[src/rtl/image_pixel_streamer_pkg.sv]
// Shared types and defaults for the frame source at the head of the Canny pipeline.
// Width helper keeps degenerate 1-pixel dimensions at a legal 1-bit field.
package image_pixel_streamer_pkg;

    localparam int IMG_WIDTH_DEF  = 512;
    localparam int IMG_HEIGHT_DEF = 512;
    localparam int ITEM_SIZE_DEF  = 8;

    typedef logic [ITEM_SIZE_DEF-1:0] pixel_t;

    typedef enum logic [1:0] {
        IDLE,
        STREAM,
        DRAIN,
        DONE
    } streamer_state_t;

    function automatic int width_of(input int n);
        return (n > 1) ? $clog2(n) : 1;
    endfunction

endpackage

[src/rtl/image_pixel_streamer_if.sv]
// Control, frame-memory read port and raster pixel stream of the streamer.
// master = streamer side, slave = memory / pixel_loader / controller side.
interface image_pixel_streamer_if
    import image_pixel_streamer_pkg::*;
#(
    parameter int IMG_WIDTH  = IMG_WIDTH_DEF,
    parameter int IMG_HEIGHT = IMG_HEIGHT_DEF,
    parameter int ITEM_SIZE  = ITEM_SIZE_DEF
) ();

    localparam int ADDR_W = width_of(IMG_WIDTH * IMG_HEIGHT);
    localparam int X_W    = width_of(IMG_WIDTH);
    localparam int Y_W    = width_of(IMG_HEIGHT);

    logic                 start;
    logic                 stall;
    logic                 mem_rd_en;
    logic [ADDR_W-1:0]    mem_addr;
    logic [ITEM_SIZE-1:0] mem_rd_data;
    logic [ITEM_SIZE-1:0] pixel_out;
    logic                 pixel_out_valid;
    logic [X_W-1:0]       pixel_x;
    logic [Y_W-1:0]       pixel_y;
    logic                 frame_start;
    logic                 frame_end;
    logic                 busy;
    logic                 done;

    modport master (
        input  start, stall, mem_rd_data,
        output mem_rd_en, mem_addr, pixel_out, pixel_out_valid,
               pixel_x, pixel_y, frame_start, frame_end, busy, done
    );

    modport slave (
        output start, stall, mem_rd_data,
        input  mem_rd_en, mem_addr, pixel_out, pixel_out_valid,
               pixel_x, pixel_y, frame_start, frame_end, busy, done
    );

endinterface

[src/rtl/image_pixel_streamer_raster_xy_counter.sv]
// Raster-order x/y position counter; wraps to (0,0) after the last pixel of the frame.
module raster_xy_counter #(
    parameter int IMG_WIDTH  = 512,
    parameter int IMG_HEIGHT = 512,
    parameter int X_W        = 9,
    parameter int Y_W        = 9
) (
    input  logic           clk,
    input  logic           rst,
    input  logic           inc,
    output logic [X_W-1:0] x,
    output logic [Y_W-1:0] y,
    output logic           first,
    output logic           last
);

    logic x_at_end;
    logic y_at_end;

    assign x_at_end = (x == X_W'(IMG_WIDTH - 1));
    assign y_at_end = (y == Y_W'(IMG_HEIGHT - 1));
    assign first    = (x == '0) && (y == '0);
    assign last     = x_at_end && y_at_end;

    always_ff @(posedge clk) begin
        if (rst) begin
            x <= '0;
            y <= '0;
        end else if (inc) begin
            if (x_at_end) begin
                x <= '0;
                y <= y_at_end ? '0 : y + 1'b1;
            end else begin
                x <= x + 1'b1;
            end
        end
    end

endmodule

[src/rtl/image_pixel_streamer.sv]
// Reads one frame from a 1-cycle synchronous-read memory and emits it in raster order
// with coordinates, frame flags and a start/busy/done handshake; stall holds both stages.
module image_pixel_streamer
    import image_pixel_streamer_pkg::*;
#(
    parameter int IMG_WIDTH  = IMG_WIDTH_DEF,
    parameter int IMG_HEIGHT = IMG_HEIGHT_DEF,
    parameter int ITEM_SIZE  = ITEM_SIZE_DEF
) (
    input  logic                  clk,
    input  logic                  rst,
    image_pixel_streamer_if.master bus
);

    localparam int ADDR_W = width_of(IMG_WIDTH * IMG_HEIGHT);
    localparam int X_W    = width_of(IMG_WIDTH);
    localparam int Y_W    = width_of(IMG_HEIGHT);

    streamer_state_t state_reg, state_next;

    logic                 issue;
    logic                 emit;
    logic                 rd_pend_reg;
    logic                 skid_valid_reg;
    logic [ITEM_SIZE-1:0] skid_reg;
    logic [ITEM_SIZE-1:0] pixel_reg;
    logic                 pixel_valid_reg;
    logic [X_W-1:0]       pixel_x_reg;
    logic [Y_W-1:0]       pixel_y_reg;
    logic                 frame_start_reg;
    logic                 frame_end_reg;
    logic [ADDR_W-1:0]    addr_reg;

    logic [X_W-1:0] issue_x, out_x;
    logic [Y_W-1:0] issue_y, out_y;
    logic           issue_first, issue_last;
    logic           out_first, out_last;
    logic           unused_issue_xy;

    assign issue = (state_reg == STREAM) && !bus.stall;
    // A pending pixel is either in the skid or arriving from memory this cycle.
    assign emit  = !bus.stall && (skid_valid_reg || rd_pend_reg);

    assign unused_issue_xy = &{1'b0, issue_x, issue_y, issue_first};

    raster_xy_counter #(
        .IMG_WIDTH (IMG_WIDTH),
        .IMG_HEIGHT(IMG_HEIGHT),
        .X_W       (X_W),
        .Y_W       (Y_W)
    ) u_issue_xy (
        .clk  (clk),
        .rst  (rst),
        .inc  (issue),
        .x    (issue_x),
        .y    (issue_y),
        .first(issue_first),
        .last (issue_last)
    );

    raster_xy_counter #(
        .IMG_WIDTH (IMG_WIDTH),
        .IMG_HEIGHT(IMG_HEIGHT),
        .X_W       (X_W),
        .Y_W       (Y_W)
    ) u_out_xy (
        .clk  (clk),
        .rst  (rst),
        .inc  (emit),
        .x    (out_x),
        .y    (out_y),
        .first(out_first),
        .last (out_last)
    );

    always_ff @(posedge clk) begin
        if (rst) begin
            state_reg <= IDLE;
        end else begin
            state_reg <= state_next;
        end
    end

    always_comb begin
        state_next = state_reg;
        case (state_reg)
            IDLE:    if (bus.start) state_next = STREAM;
            STREAM:  if (issue && issue_last) state_next = DRAIN;
            // Leave only once the final pixel is visible on the output.
            DRAIN:   if (pixel_valid_reg && frame_end_reg) state_next = DONE;
            DONE:    state_next = IDLE;
            default: state_next = IDLE;
        endcase
    end

    always_ff @(posedge clk) begin
        if (rst) begin
            rd_pend_reg     <= 1'b0;
            skid_valid_reg  <= 1'b0;
            skid_reg        <= '0;
            pixel_reg       <= '0;
            pixel_valid_reg <= 1'b0;
            pixel_x_reg     <= '0;
            pixel_y_reg     <= '0;
            frame_start_reg <= 1'b0;
            frame_end_reg   <= 1'b0;
            addr_reg        <= '0;
        end else begin
            rd_pend_reg <= issue;
            if (issue) begin
                addr_reg <= issue_last ? '0 : addr_reg + 1'b1;
            end
            if (rd_pend_reg && bus.stall) begin
                skid_reg       <= bus.mem_rd_data;
                skid_valid_reg <= 1'b1;
            end
            if (emit) begin
                pixel_reg       <= skid_valid_reg ? skid_reg : bus.mem_rd_data;
                pixel_valid_reg <= 1'b1;
                skid_valid_reg  <= 1'b0;
                pixel_x_reg     <= out_x;
                pixel_y_reg     <= out_y;
                frame_start_reg <= out_first;
                frame_end_reg   <= out_last;
            end else begin
                pixel_valid_reg <= 1'b0;
                frame_start_reg <= 1'b0;
                frame_end_reg   <= 1'b0;
            end
        end
    end

    assign bus.mem_rd_en       = issue;
    assign bus.mem_addr        = addr_reg;
    assign bus.pixel_out       = pixel_reg;
    assign bus.pixel_out_valid = pixel_valid_reg;
    assign bus.pixel_x         = pixel_x_reg;
    assign bus.pixel_y         = pixel_y_reg;
    assign bus.frame_start     = frame_start_reg;
    assign bus.frame_end       = frame_end_reg;
    assign bus.busy            = (state_reg != IDLE);
    assign bus.done            = (state_reg == DONE);

endmodule

[src/flat_wrapper.sv]
// flat-port wrapper written by rule: the top's interface ports become plain ports
module image_pixel_streamer_flat import image_pixel_streamer_pkg::*;
#(
    parameter int IMG_WIDTH  = IMG_WIDTH_DEF,
    parameter int IMG_HEIGHT = IMG_HEIGHT_DEF,
    parameter int ITEM_SIZE  = ITEM_SIZE_DEF
)
  (clk, rst, bus_start, bus_stall, bus_mem_rd_data, bus_mem_rd_en, bus_mem_addr, bus_pixel_out, bus_pixel_out_valid, bus_pixel_x, bus_pixel_y, bus_frame_start, bus_frame_end, bus_busy, bus_done);
  image_pixel_streamer_if #(.IMG_WIDTH(IMG_WIDTH), .IMG_HEIGHT(IMG_HEIGHT), .ITEM_SIZE(ITEM_SIZE)) bus_i ();
  input  logic clk;
  input  logic rst;
  input wire logic [$bits(bus_i.start)-1:0] bus_start;
  input wire logic [$bits(bus_i.stall)-1:0] bus_stall;
  input wire logic [$bits(bus_i.mem_rd_data)-1:0] bus_mem_rd_data;
  output wire logic [$bits(bus_i.mem_rd_en)-1:0] bus_mem_rd_en;
  output wire logic [$bits(bus_i.mem_addr)-1:0] bus_mem_addr;
  output wire logic [$bits(bus_i.pixel_out)-1:0] bus_pixel_out;
  output wire logic [$bits(bus_i.pixel_out_valid)-1:0] bus_pixel_out_valid;
  output wire logic [$bits(bus_i.pixel_x)-1:0] bus_pixel_x;
  output wire logic [$bits(bus_i.pixel_y)-1:0] bus_pixel_y;
  output wire logic [$bits(bus_i.frame_start)-1:0] bus_frame_start;
  output wire logic [$bits(bus_i.frame_end)-1:0] bus_frame_end;
  output wire logic [$bits(bus_i.busy)-1:0] bus_busy;
  output wire logic [$bits(bus_i.done)-1:0] bus_done;
  assign bus_i.start = bus_start;
  assign bus_i.stall = bus_stall;
  assign bus_i.mem_rd_data = bus_mem_rd_data;
  assign bus_mem_rd_en = bus_i.mem_rd_en;
  assign bus_mem_addr = bus_i.mem_addr;
  assign bus_pixel_out = bus_i.pixel_out;
  assign bus_pixel_out_valid = bus_i.pixel_out_valid;
  assign bus_pixel_x = bus_i.pixel_x;
  assign bus_pixel_y = bus_i.pixel_y;
  assign bus_frame_start = bus_i.frame_start;
  assign bus_frame_end = bus_i.frame_end;
  assign bus_busy = bus_i.busy;
  assign bus_done = bus_i.done;
  image_pixel_streamer #(.IMG_WIDTH(IMG_WIDTH), .IMG_HEIGHT(IMG_HEIGHT), .ITEM_SIZE(ITEM_SIZE)) u_core (.clk(clk), .rst(rst), .bus(bus_i));
endmodule
[config.mk]
export PLATFORM = sky130hd
export DESIGN_NAME = image_pixel_streamer_flat
export DESIGN_NICKNAME = d
export VERILOG_FILES = /design/src/rtl/image_pixel_streamer_pkg.sv /design/src/rtl/image_pixel_streamer_if.sv /design/src/rtl/image_pixel_streamer_raster_xy_counter.sv /design/src/rtl/image_pixel_streamer.sv /design/src/flat_wrapper.sv
export SDC_FILE = /design/constraint.sdc
export NUM_CORES = 1
export LEC_CHECK = 0
export BUFFER_PORTS_ARGS = -buffer_cell sky130_fd_sc_hd__buf_2
export CORE_ASPECT_RATIO = 0.8
export CORE_MARGIN = 2
export CORE_UTILIZATION = 35
export DETAILED_ROUTE_END_ITERATION = 7
export SLEW_MARGIN = 20
export SYNTH_ARGS = -nofsm -noshare
export SYNTH_HDL_FRONTEND = slang
export SYNTH_SLANG_ARGS = --single-unit
[constraint.sdc]
create_clock -name clk -period 2.05 [get_ports clk]
set_clock_uncertainty 0.05 [all_clocks]
set_input_delay 0.41 -clock clk [delete_from_list [all_inputs] [get_ports clk]]
set_output_delay 0.41 -clock clk [all_outputs]
set_load 0.03 [all_outputs]
==> metrics.md, run 1 <==
| Metric | Value |
|---|---|
| Clock sink count | `95` |
| Hold Path Sink | `u_core.skid_reg[5]` |
| Worst R2R End | `u_core.state_reg[1]` |
| Synth Net Count | `507` |
| Via count | `3,431` |
| Pins Over Slew Limit | `0` |
| Sequential fraction of the synthesis area | `around 46%` |
| Final Hold Viols | `0` |
| Post-synth top area share | `between 40% and 50%` |
| M2 GR Usage | `22.4%` |
| Gr ovfl total | `0` |
| Peak supply drop | `roughly 0.49 mV` |
| Hold depth | `3` |
| CTS H-Tree Depth | `3` |
| # rows | `35` |
| Commonest cells post-synth | `95 x dfxtp_1, 76 x nand2_1, 52 x nor2_1, 45 x a21oi_1, 26 x nand3_1` |
| Pwr dens | `roughly 900 nW/um^2` |
| ANT nets after route | `0` |
| Max Buffers Root-to-Sink | `2` |
| Number of global-route vias before repair | `~3.2k` |
| Syn. warnings | `0` |
| Nets@finish | `~570` |
| Final Util | `about 43%` |
| Number of flip-flops under the largest register name | `18` |
| Met1 usage | `19.3%` |
| Pleak | `~1.9 nW` |
| Post-synth top area cell | `dfxtp_1` |
| # IOs | `62` |
| CTS Hold Bufs | `0` |
| Crit path depth | `5` |
| Area grow syn2layout | `21.6%` |
| # Post-CTS Setup Buffers | `0` |
| Crit path DAT | `~1.5 ns` |
| Clock transition at path regs | `roughly 0.07 ns` |
| Reg2reg start | `u_core.u_issue_xy.y[0]` |
| Startpoint types | `flop` |
| Max FO, Critical Path | `12` |
| Die area | `12,600 um^2` |
| CTS tree | `done` |
| Final GP Congestion | `0.787` |
| Max Clock Freq | `about 510 MHz` |
| Initial antenna violation count | `0` |
| Setup ws final | `roughly 0.10 ns` |
| DRT iter0 DRCs | `158` |
| Max-cap violation count | `0` |
| Final min period | `between 1.5 and 2 ns` |
| Largest net degree at the start of global routing | `27` |
| Worst hold path class | `input pin to flop` |
| Core box area | `around 11,000 um^2` |
| Status | `completed` |
| CP top delay family | `buffers and inverters` |
| Diodes inserted | `0` |
| Area contributors post-synth | `dfxtp_1 46%, nand2_1 7.0%, a21oi_1 5.5%` |
| Min-delay src | `bus_mem_rd_data[5]` |
| Dpl ws | `-0.0248 ns` |
| Port Buffer Count | `a little over 60` |
| Setup CP Type | `flop to output port` |
| GRT Max-Usage Layer | `met2` |
| Cell variety after synth | `40` |
| Crit end category | `output port` |
| Register-to-Register Path Depth | `8` |
| Top_reg_cell synth | `dfxtp_1` |
| Layout cells sized above 1 | `20.8%` |
| Crit path buffers/inverters | `3` |
| CP peak stage delay | `slightly below 0.4 ns` |
| Worst Path Required | `~1.6 ns` |
| Die Y | `101 um` |
| Synth Cell Area | `approximately 4000 um^2` |
| Cts bufs inserted | `9` |
| DRT Wirelength | `between 8000 and 9000 um` |
| Ys async rst share | `0%` |
| HPWL after detailed placement | `6370 um` |
| Final Hold Slack | `0.286 ns` |
| Clock root buffer | `clkbuf_16` |
| Syn Inst Count | `479` |
| Global-route wire length before repair | `15,000 um` |
| Syn avg cell area | `between 8 and 9 um^2` |
| Post-synth EDFFs | `0` |
| Met3 Usage GRT | `under 10%` |
| Rel. slew slack | `about three fifths` |
| Routed length per placed instance | `~13 um` |
| Least-Margin Pin Slew | `0.575 ns` |
| Overall Global Routing Usage | `14.6%` |
| DRC viols | `0` |
| CP cell instances | `inv_1, ha_2, nand2b_4, clkinv_4, buf_2` |
| Die X | `about 120 um` |
| Crit-path slowest cell | `dfxtp_1` |
| Synth Register Bits | `95` |
| Clk_lat worst skew | `around 0.34 ns` |
| Tcrit/Tclk final | `a little over nine tenths` |
| TritonRoute pass-1 iters | `5` |
| FILL cells | `between 1k and 1.5k` |
| Initial Util | `~36%` |
| Final setup fails | `0` |
| Most frequent cell after synthesis | `dfxtp_1` |
| Via density | `4.93` |
| R2r setup slk | `around 0.15 ns` |
worst max-delay path by stage:
stage | start | to | slack [ns]
5_1_grt | u_core.u_issue_xy.x[1] | u_core.state_reg[1] | -0.007
4_1_cts | u_core.state_reg[1] | bus_mem_rd_en | 0.02
2_1_floorplan | u_core.u_out_xy.x[0] | u_core.u_out_xy.y[7] | 0.16
3_5_place_dp | u_core.u_issue_xy.y[0] | u_core.state_reg[1] | -0.02
3_3_place_gp | u_core.u_issue_xy.y[0] | u_core.state_reg[1] | 0.10
6_report | u_core.state_reg[1] | bus_mem_rd_en | 0.10
worst register-to-register path, cell delays in order, from the launching register on:
cell	delay (ns)
dfxtp_2	0.35
ha_2	0.19
nand2_1	0.09
nor3_2	0.19
ha_1	0.19
nand3b_1	0.12
a221oi_2	0.34
mux2i_1	0.22
nor2_1	0.05
cells by family (layout without fill, tap and decap cells):
kind of cell               Yosys count  count (layout)  synth area share [%]
DFF                                 95              95                  46.5
AOI/OAI and AO/OA                   67              67                  9.35
muxes                                9               9                  2.20
adders and majority gates           16              16                  4.89
buffers and inverters               38             107                  4.10
and+or+nand+nor                    219             219                  25.5
xor gates and xnor gates            35              35                  7.49
per-layer routing:
metal  vias to the layer above  part of all wire (%)  routed length [um]
met4                         0                   1.6                 142
met1                      1598                    51                4500
met3                         8                   4.9                 436
li1                       1757                     -                   -
met2                        68                    43                3830
met5                         -                     0                   0
power by group:
group | leakage (nW) | total (mW) | internal [mW] | switching (mW)
Sequential | 0.768 | 1.95 | 1.91 | 0.0469
Combinational | 1.00 | 0.601 | 0.214 | 0.387
Clock | 0.156 | 1.80 | 1.10 | 0.698
layout make-up:
cell class | instances | area [um^2] | share of cell area, %
tap | 148 | 185 | 3.72
sequential | 95 | 1910 | 38.3
timing repair buffer | 80 | 460 | 9.25
inverter | 11 | 46.3 | 0.930
multi-input combinational | 346 | 2060 | 41.3
clock buffer | 11 | 243 | 4.88
clock inverter | 5 | 81.3 | 1.63
cells in the final DEF (no fill, tap or decap), types with 3 or more instances in the layout:
cell type / n
and2_1: 3
ha_2: 5
and3_1: 4
nand2b_1: 3
buf_2: 61
dfxtp_2: 3
xor2_1: 23
buf_4: 18
mux2i_1: 9
o21ai_0: 7
a211oi_1: 8
inv_1: 10
ha_1: 11
nor3_1: 10
a21oi_1: 45
dfxtp_1: 92
nand4_1: 14
nand3_1: 26
nand3b_1: 4
xnor2_1: 12
or3_1: 8
nor4_1: 5
clkbuf_16: 9
nand2_1: 76
nor2_1: 52
metrics by stage:
step           std cells  TNS [ns]  power, mW  cell area [um^2]
5_1_grt              696   -0.0111       4.54              4980
3_5_place_dp         680   -0.0248       2.56              4610
6_report             696         0       4.35              4980
2_1_floorplan        479         0       2.41              4090
3_3_place_gp         680         0       2.55              4610
4_1_cts              696         0       4.39              4950
timing repair:
action | in CTS | in global routing
resized for setup | 3 | 9
gates cloned | 0 | 0
pin swaps | 0 | 1
setup endpoints to repair | 2 | 7
Note: power is estimated with default switching activity, not from simulation.
==> inputs of run 2 (changes only) <==
==> constraint.sdc (replaced) <==
create_clock -name clk -period 1.8 [get_ports clk]
set_clock_uncertainty 0.05 [all_clocks]
set_input_delay 0.36 -clock clk [delete_from_list [all_inputs] [get_ports clk]]
set_output_delay 0.36 -clock clk [all_outputs]
set_load 0.03 [all_outputs]
==> run 2 against run 1 <==
  * Sequential power increased by 14%
  * Cell count increased by 5.6%
  * Critical path depth is 3 higher
  * Worst hold slack got worse by 0.060 ns
  * Largest cell class unchanged
  * Largest power group unchanged
  * Highest routed layer unchanged
==> metrics.md, run 2 (synthesized netlist as in run 1, its figures left out) <==
| Metric | Value |
|---|---|
| Pleak | `2.16 nW (+12%)` |
| Layout cells sized above 1 | `29.0% (+8.2 points)` |
| Nets@finish | `610 (+6.8%)` |
| Hold depth | `3 (unchanged)` |
| Clock root buffer | `clkbuf_16` |
| Min-delay src | `bus_mem_rd_data[0]` |
| Hold Path Sink | `u_core.skid_reg[0]` |
| CTS tree | `done` |
| TritonRoute pass-1 iters | `4 (-1)` |
| Rel. slew slack | `77.4% (+16 points)` |
| CTS H-Tree Depth | `3 (unchanged)` |
| Initial antenna violation count | `0 (unchanged)` |
| Register-to-Register Path Depth | `8 (unchanged)` |
| Pins Over Slew Limit | `0 (unchanged)` |
| DRT Wirelength | `9620 um (+8.1%)` |
| Via count | `3,614 (+5.3%)` |
| Max Clock Freq | `between 500 and 600 MHz` |
| Crit path DAT | `1.94 ns (+0.45 ns)` |
| Worst hold path class | `input pin to flop` |
| Max FO, Critical Path | `2 (-10)` |
| Inst Count DP | `714 (+5.0%)` |
| Gr ovfl total | `0 (unchanged)` |
| HPWL after detailed placement | `6870 um (+7.8%)` |
| Global-route wire length before repair | `16,000 um (+6.5%)` |
| R2r setup slk | `0.04 ns (-0.11 ns)` |
| Area grow syn2layout | `32.1%` |
| Startpoint types | `flop` |
| DRC viols | `0 (unchanged)` |
| Via density | `4.92 (-0.26%)` |
| Clock sink count | `95 (unchanged)` |
| Reg2reg start | `u_core.u_issue_xy.y[0]` |
| RSZ-0062 raised after global routing | `yes` |
| ANT nets after route | `0 (unchanged)` |
| Initial Util | `35.7% (unchanged)` |
| Peak supply drop | `0.672 mV (+38%)` |
| Crit end category | `flop` |
| Setup CP Type | `flop to flop` |
| Die area | `12,600 um^2 (unchanged)` |
| Port Buffer Count | `61 (unchanged)` |
| Final Util | `47.1% (+3.8 points)` |
| Core box area | `11,500 um^2 (unchanged)` |
| # IOs | `62 (unchanged)` |
| Worst R2R End | `u_core.state_reg[1]` |
| Max Buffers Root-to-Sink | `2 (unchanged)` |
| Worst Path Required | `1.98 ns (+0.39 ns)` |
| Die X | `125 um (unchanged)` |
| Final Hold Viols | `0 (unchanged)` |
| DRT iter0 DRCs | `159 (+0.63%)` |
| Final GP Congestion | `0.826 (+5.0%)` |
| Number of global-route vias before repair | `3,414 (+5.8%)` |
| Routed length per placed instance | `13.1 um (+2.3%)` |
| Cts bufs inserted | `9 (unchanged)` |
| Largest net degree at the start of global routing | `27 (unchanged)` |
| Pwr dens | `941 nW/um^2 (+7.5%)` |
| Die Y | `101 um (unchanged)` |
| CTS Hold Bufs | `0 (unchanged)` |
| # rows | `35 (unchanged)` |
| Final min period | `about 1.8 ns` |
| Least-Margin Pin Slew | `0.339 ns (-0.236 ns)` |
| Non-Filler Instances | `735 (+5.6%)` |
| Clk_lat worst skew | `0.34 ns (about the same)` |
| Final setup fails | `0 (unchanged)` |
| Status | `completed` |
| Overall Global Routing Usage | `15.6% (+0.97 points)` |
| Tcrit/Tclk final | `a little over nine tenths` |
| Number of flip-flops under the largest register name | `18 (unchanged)` |
| Diodes inserted | `0 (unchanged)` |
| Max-cap violation count | `0 (unchanged)` |
| Clock transition at path regs | `0.06 ns (about the same)` |
| Most common cell after layout, fill and taps aside | `dfxtp_1` |
| Most frequent cells in the layout | `87 x dfxtp_1, 75 x nand2_1, 60 x buf_2, 56 x buf_4, 51 x nor2_1` |
[run 2: cell types whose count changed in the layout (fill, tap and decap cells not counted), sizes merged]
cell	before	now
buf	80	119
clkinvlp	1	0
clkbuf	11	13
clkinv	3	2
[run 2: power by group]
part / total (mW) / internal (mW) / switching [mW] / leakage, nW
clock network: 2.07 / 1.29 / 0.782 / 0.160
registers: 2.23 / 2.18 / 0.0563 / 0.770
logic: 0.780 / 0.312 / 0.468 / 1.23
[run 2: final cells by class]
class                   count  area, um^2
flip-flops and latches     95        1910
clock buffers              13         260
multi-input cells         346        2170
clock inverters             3        65.1
well taps                 148         185
repair buffers            119         772
inverters                  11        46.3
fillers                  1143        6070
[run 2: worst max-delay path by stage]
stage                      startpoint                      to  slack, ns  cells past startpoint
6_report       u_core.u_issue_xy.y[0]     u_core.state_reg[1]       0.04                      8
5_1_grt        u_core.u_issue_xy.x[6]     u_core.state_reg[1]       -0.1                      7
4_1_cts        u_core.u_issue_xy.x[1]  u_core.u_issue_xy.y[7]      -0.05                      8
3_5_place_dp   u_core.u_issue_xy.x[0]  u_core.u_issue_xy.x[4]      -0.12                      8
3_3_place_gp   u_core.u_issue_xy.y[0]     u_core.state_reg[1]      -0.03                      8
2_1_floorplan  u_core.u_issue_xy.x[0]  u_core.u_issue_xy.y[7]       0.01                      9
[run 2: layer usage]
| metal | track usage, % | up-vias | routed length [um] |
|---|---|---|---|
| met5 | 0 | - | 0 |
| met4 | 4.87 | 0 | 116 |
| met3 | 4.14 | 6 | 382 |
| met2 | 25.5 | 57 | 4490 |
| met1 | 20.4 | 1707 | 4630 |
| li1 | - | 1844 | - |
[run 2: repair_timing]
| action | in CTS | in global routing |
|---|---|---|
| endpoints found under the setup margin | 16 | 44 |
| buffers inserted | 2 | 3 |
| resized for setup | 13 | 22 |
| gates cloned | 0 | 0 |
| pin swaps | 11 | 7 |
[run 2: worst max-delay path, stage by stage (launching register included)]
cell and delay [ns]:
dfxtp_2 0.36, ha_4 0.14, nand2_2 0.06, nor3_2 0.13, ha_2 0.21, nand3b_1 0.12
a221oi_2 0.31, mux2i_1 0.21, nor2_1 0.06
[run 2: metrics by stage]
stage	hold WS [ns]	power, mW	setup slack (ns)	area, um^2	TNS, ns
3_5_place_dp	0.394	3.00	-0.121	4900	-1.16
5_1_grt	0.226	5.32	-0.0959	5410	-0.106
3_3_place_gp	0.391	2.98	-0.0315	4900	-0.0982
6_report	0.226	5.09	0.0438	5410	0
4_1_cts	0.213	5.12	-0.0496	5290	-0.0496
2_1_floorplan	0.386	2.76	0.00998	4110	0
==> inputs of run 3 (changes only) <==
--- a/config.mk
+++ b/config.mk
@@ -10,6 +10,7 @@
 export CORE_MARGIN = 2
 export CORE_UTILIZATION = 35
 export DETAILED_ROUTE_END_ITERATION = 7
+export PLACE_DENSITY = 0.56
 export SLEW_MARGIN = 20
 export SYNTH_ARGS = -nofsm -noshare
 export SYNTH_HDL_FRONTEND = slang
==> run 3 against run 2 <==
  * Worst setup slack worse by 0.028 ns
  * Worst hold slack worse by 0.0055 ns
  * Utilization down 0.46 points
  * Critical path type unchanged
  * Largest power group unchanged
==> metrics.md, run 3 (synthesized netlist as in run 1, its figures left out) <==
| Metric | Value |
|---|---|
| Pwr dens | `930 nW/um^2 (-1.2%)` |
| TritonRoute pass-1 iters | `4 (unchanged)` |
| Pins Over Slew Limit | `0 (unchanged)` |
| RSZ-0062 raised after global routing | `yes` |
| Crit end category | `flop` |
| Core box area | `11,500 um^2 (unchanged)` |
| Max Buffers Root-to-Sink | `2 (unchanged)` |
| Die X | `125 um (unchanged)` |
| Least-Margin Pin Slew | `0.371 ns (+0.0321 ns)` |
| Peak supply drop | `0.555 mV (-17%)` |
| Via density | `4.83 (-1.7%)` |
| Number of flip-flops under the largest register name | `18 (unchanged)` |
| Crit path from | `u_core.u_issue_xy.x[1]` |
| CTS Hold Bufs | `0 (unchanged)` |
| Final GP Congestion | `0.828 (+0.18%)` |
| Layout cells sized above 1 | `29.5% (+0.51 points)` |
| Overall Global Routing Usage | `15.6% (+0.032 points)` |
| # IOs | `62 (unchanged)` |
| Diodes inserted | `0 (unchanged)` |
| Routed length per placed instance | `12.9 um (-1.3%)` |
| Final Hold Viols | `0 (unchanged)` |
| Number of global-route vias before repair | `3,372 (-1.2%)` |
| DRT iter0 DRCs | `168 (+5.7%)` |
| Clock transition at path regs | `0.07 ns (about the same)` |
| Clock sink count | `95 (unchanged)` |
| Rel. slew slack | `74.6% (-2.7 points)` |
| Area grow syn2layout | `30.8%` |
| Register-to-Register Path Depth | `8 (unchanged)` |
| Final setup fails | `0 (unchanged)` |
| Die area | `12,600 um^2 (unchanged)` |
| Die Y | `101 um (unchanged)` |
| Gr ovfl total | `0 (unchanged)` |
| Largest net degree at the start of global routing | `24 (-11%)` |
| Most common cell after layout, fill and taps aside | `dfxtp_1` |
| DRT Wirelength | `9490 um (-1.3%)` |
| Max Clock Freq | `560 MHz (-1.6%)` |
| Design area | `5360 um^2 (-0.97%)` |
| CTS tree | `done` |
| Worst Path Required | `1.98 ns (about the same)` |
| DRC viols | `0 (unchanged)` |
| Initial Util | `35.7% (unchanged)` |
| Worst R2R End | `u_core.state_reg[1]` |
| Initial antenna violation count | `0 (unchanged)` |
| Pwr Total | `4.98 mW (-2.1%)` |
| CP endpoint | `u_core.state_reg[1]` |
| FILL cells | `1,147 (+0.35%)` |
| Post-DP Area | `4890 um^2 (-0.10%)` |
| Worst hold path class | `input pin to flop` |
| Startpoint types | `flop` |
| Setup ws final | `0.0156 ns (-0.0282 ns)` |
| Via count | `3,553 (-1.7%)` |
| Dpl ws | `-0.0836 ns (+0.0378 ns)` |
| Final min period | `1.78 ns (+0.0282 ns)` |
| Max FO, Critical Path | `4 (+2)` |
| Clock root buffer | `clkbuf_16` |
| HPWL after detailed placement | `6910 um (+0.59%)` |
| # rows | `35 (unchanged)` |
| Pleak | `2.14 nW (-1.0%)` |
| Port Buffer Count | `61 (unchanged)` |
| Setup CP Type | `flop to flop` |
| Hold depth | `3 (unchanged)` |
| Clk_lat worst skew | `0.34 ns (about the same)` |
| Final Util | `46.7% (-0.46 points)` |
| Status | `completed` |
| Cts bufs inserted | `9 (unchanged)` |
| Reg2reg start | `u_core.u_issue_xy.x[1]` |
| Max-cap violation count | `0 (unchanged)` |
| Global-route wire length before repair | `16,000 um (about the same)` |
| ANT nets after route | `0 (unchanged)` |
| CTS H-Tree Depth | `3 (unchanged)` |
| Crit path DAT | `1.96 ns (+0.02 ns)` |
| Most frequent cells in the layout | `87 x dfxtp_1, 74 x nand2_1, 59 x buf_2, 58 x buf_4, 51 x nor2_1` |
| R2r setup slk | `0.02 ns (-0.03 ns)` |
| Nets@finish | `610 (unchanged)` |
| Tcrit/Tclk final | `99.1% (+1.6 points)` |
run 3: cell types whose count changed in the layout (fill, tap and decap cells not counted), moves of 2 or more:
| cell | previous run | this run |
|---|---|---|
| buf_4 | 56 | 58 |
| clkbuf_1 | 2 | 0 |
| clkinv_4 | 1 | 3 |
| ha_1 | 10 | 8 |
| ha_2 | 2 | 5 |
| nand3_2 | 1 | 3 |
run 3: worst min path at each step:
stage                               start                     to  slack [ns]
floorplan              u_core.skid_reg[0]     u_core.skid_reg[0]        0.39
global placement    u_core.bus.pixel_y[6]  u_core.bus.pixel_y[6]        0.39
detailed placement  u_core.bus.pixel_x[2]  u_core.bus.pixel_x[2]        0.40
CTS                    bus_mem_rd_data[5]     u_core.skid_reg[5]        0.21
global route           bus_mem_rd_data[6]     u_core.skid_reg[6]        0.23
finish                 bus_mem_rd_data[5]     u_core.skid_reg[5]        0.22
run 3: repair_timing:
action | in CTS | in global routing
hold endpoints to repair | 0 | 0
resized for setup | 5 | 30
cloned | 0 | 0
setup endpoints to repair | 14 | 45
buffers inserted | 2 | 2
pin swaps | 4 | 10
run 3: per-layer routing:
metal / wire [um] / global-route usage, % / vias to the layer above
met5: 0 / 0 / -
met4: 144 / 6.07 / 0
met3: 399 / 3.77 / 12
met2: 4230 / 24.4 / 53
met1: 4720 / 21.0 / 1645
li1: - / - / 1843
run 3: stage by stage:
stage | instances | hold WS [ns] | TNS, ns
after floorplan | 479 | 0.386 | 0
after global placement | 715 | 0.391 | -0.147
after detailed placement | 715 | 0.397 | -0.434
after CTS | 733 | 0.209 | 0
after global routing | 735 | 0.226 | -0.0806
final | 735 | 0.220 | 0
run 3: worst max-delay path, cell delays in order, from the launching register on:
cell and delay (ns):
dfxtp_2 0.35, ha_4 0.14, nand3_2 0.07, nor2_2 0.11, ha_2 0.20, nand3b_1 0.13
a221oi_2 0.35, mux2i_1 0.21, nor2_1 0.05
run 3: final cells by class:
class / count / area [um^2] / area share, %
Tap cell: 148 / 185 / 3.46
Multi-Input combinational cell: 346 / 2140 / 40.0
Inverter: 11 / 46.3 / 0.864
Sequential cell: 95 / 1910 / 35.7
Clock buffer: 10 / 239 / 4.46
Clock inverter: 6 / 68.8 / 1.29
Timing Repair Buffer: 119 / 762 / 14.2
run 3: where the power goes:
group / leakage [nW] / switching (mW) / total [mW] / internal, mW
registers: 0.770 / 0.0474 / 2.22 / 2.17
clock network: 0.149 / 0.832 / 1.95 / 1.12
logic: 1.22 / 0.476 / 0.803 / 0.327
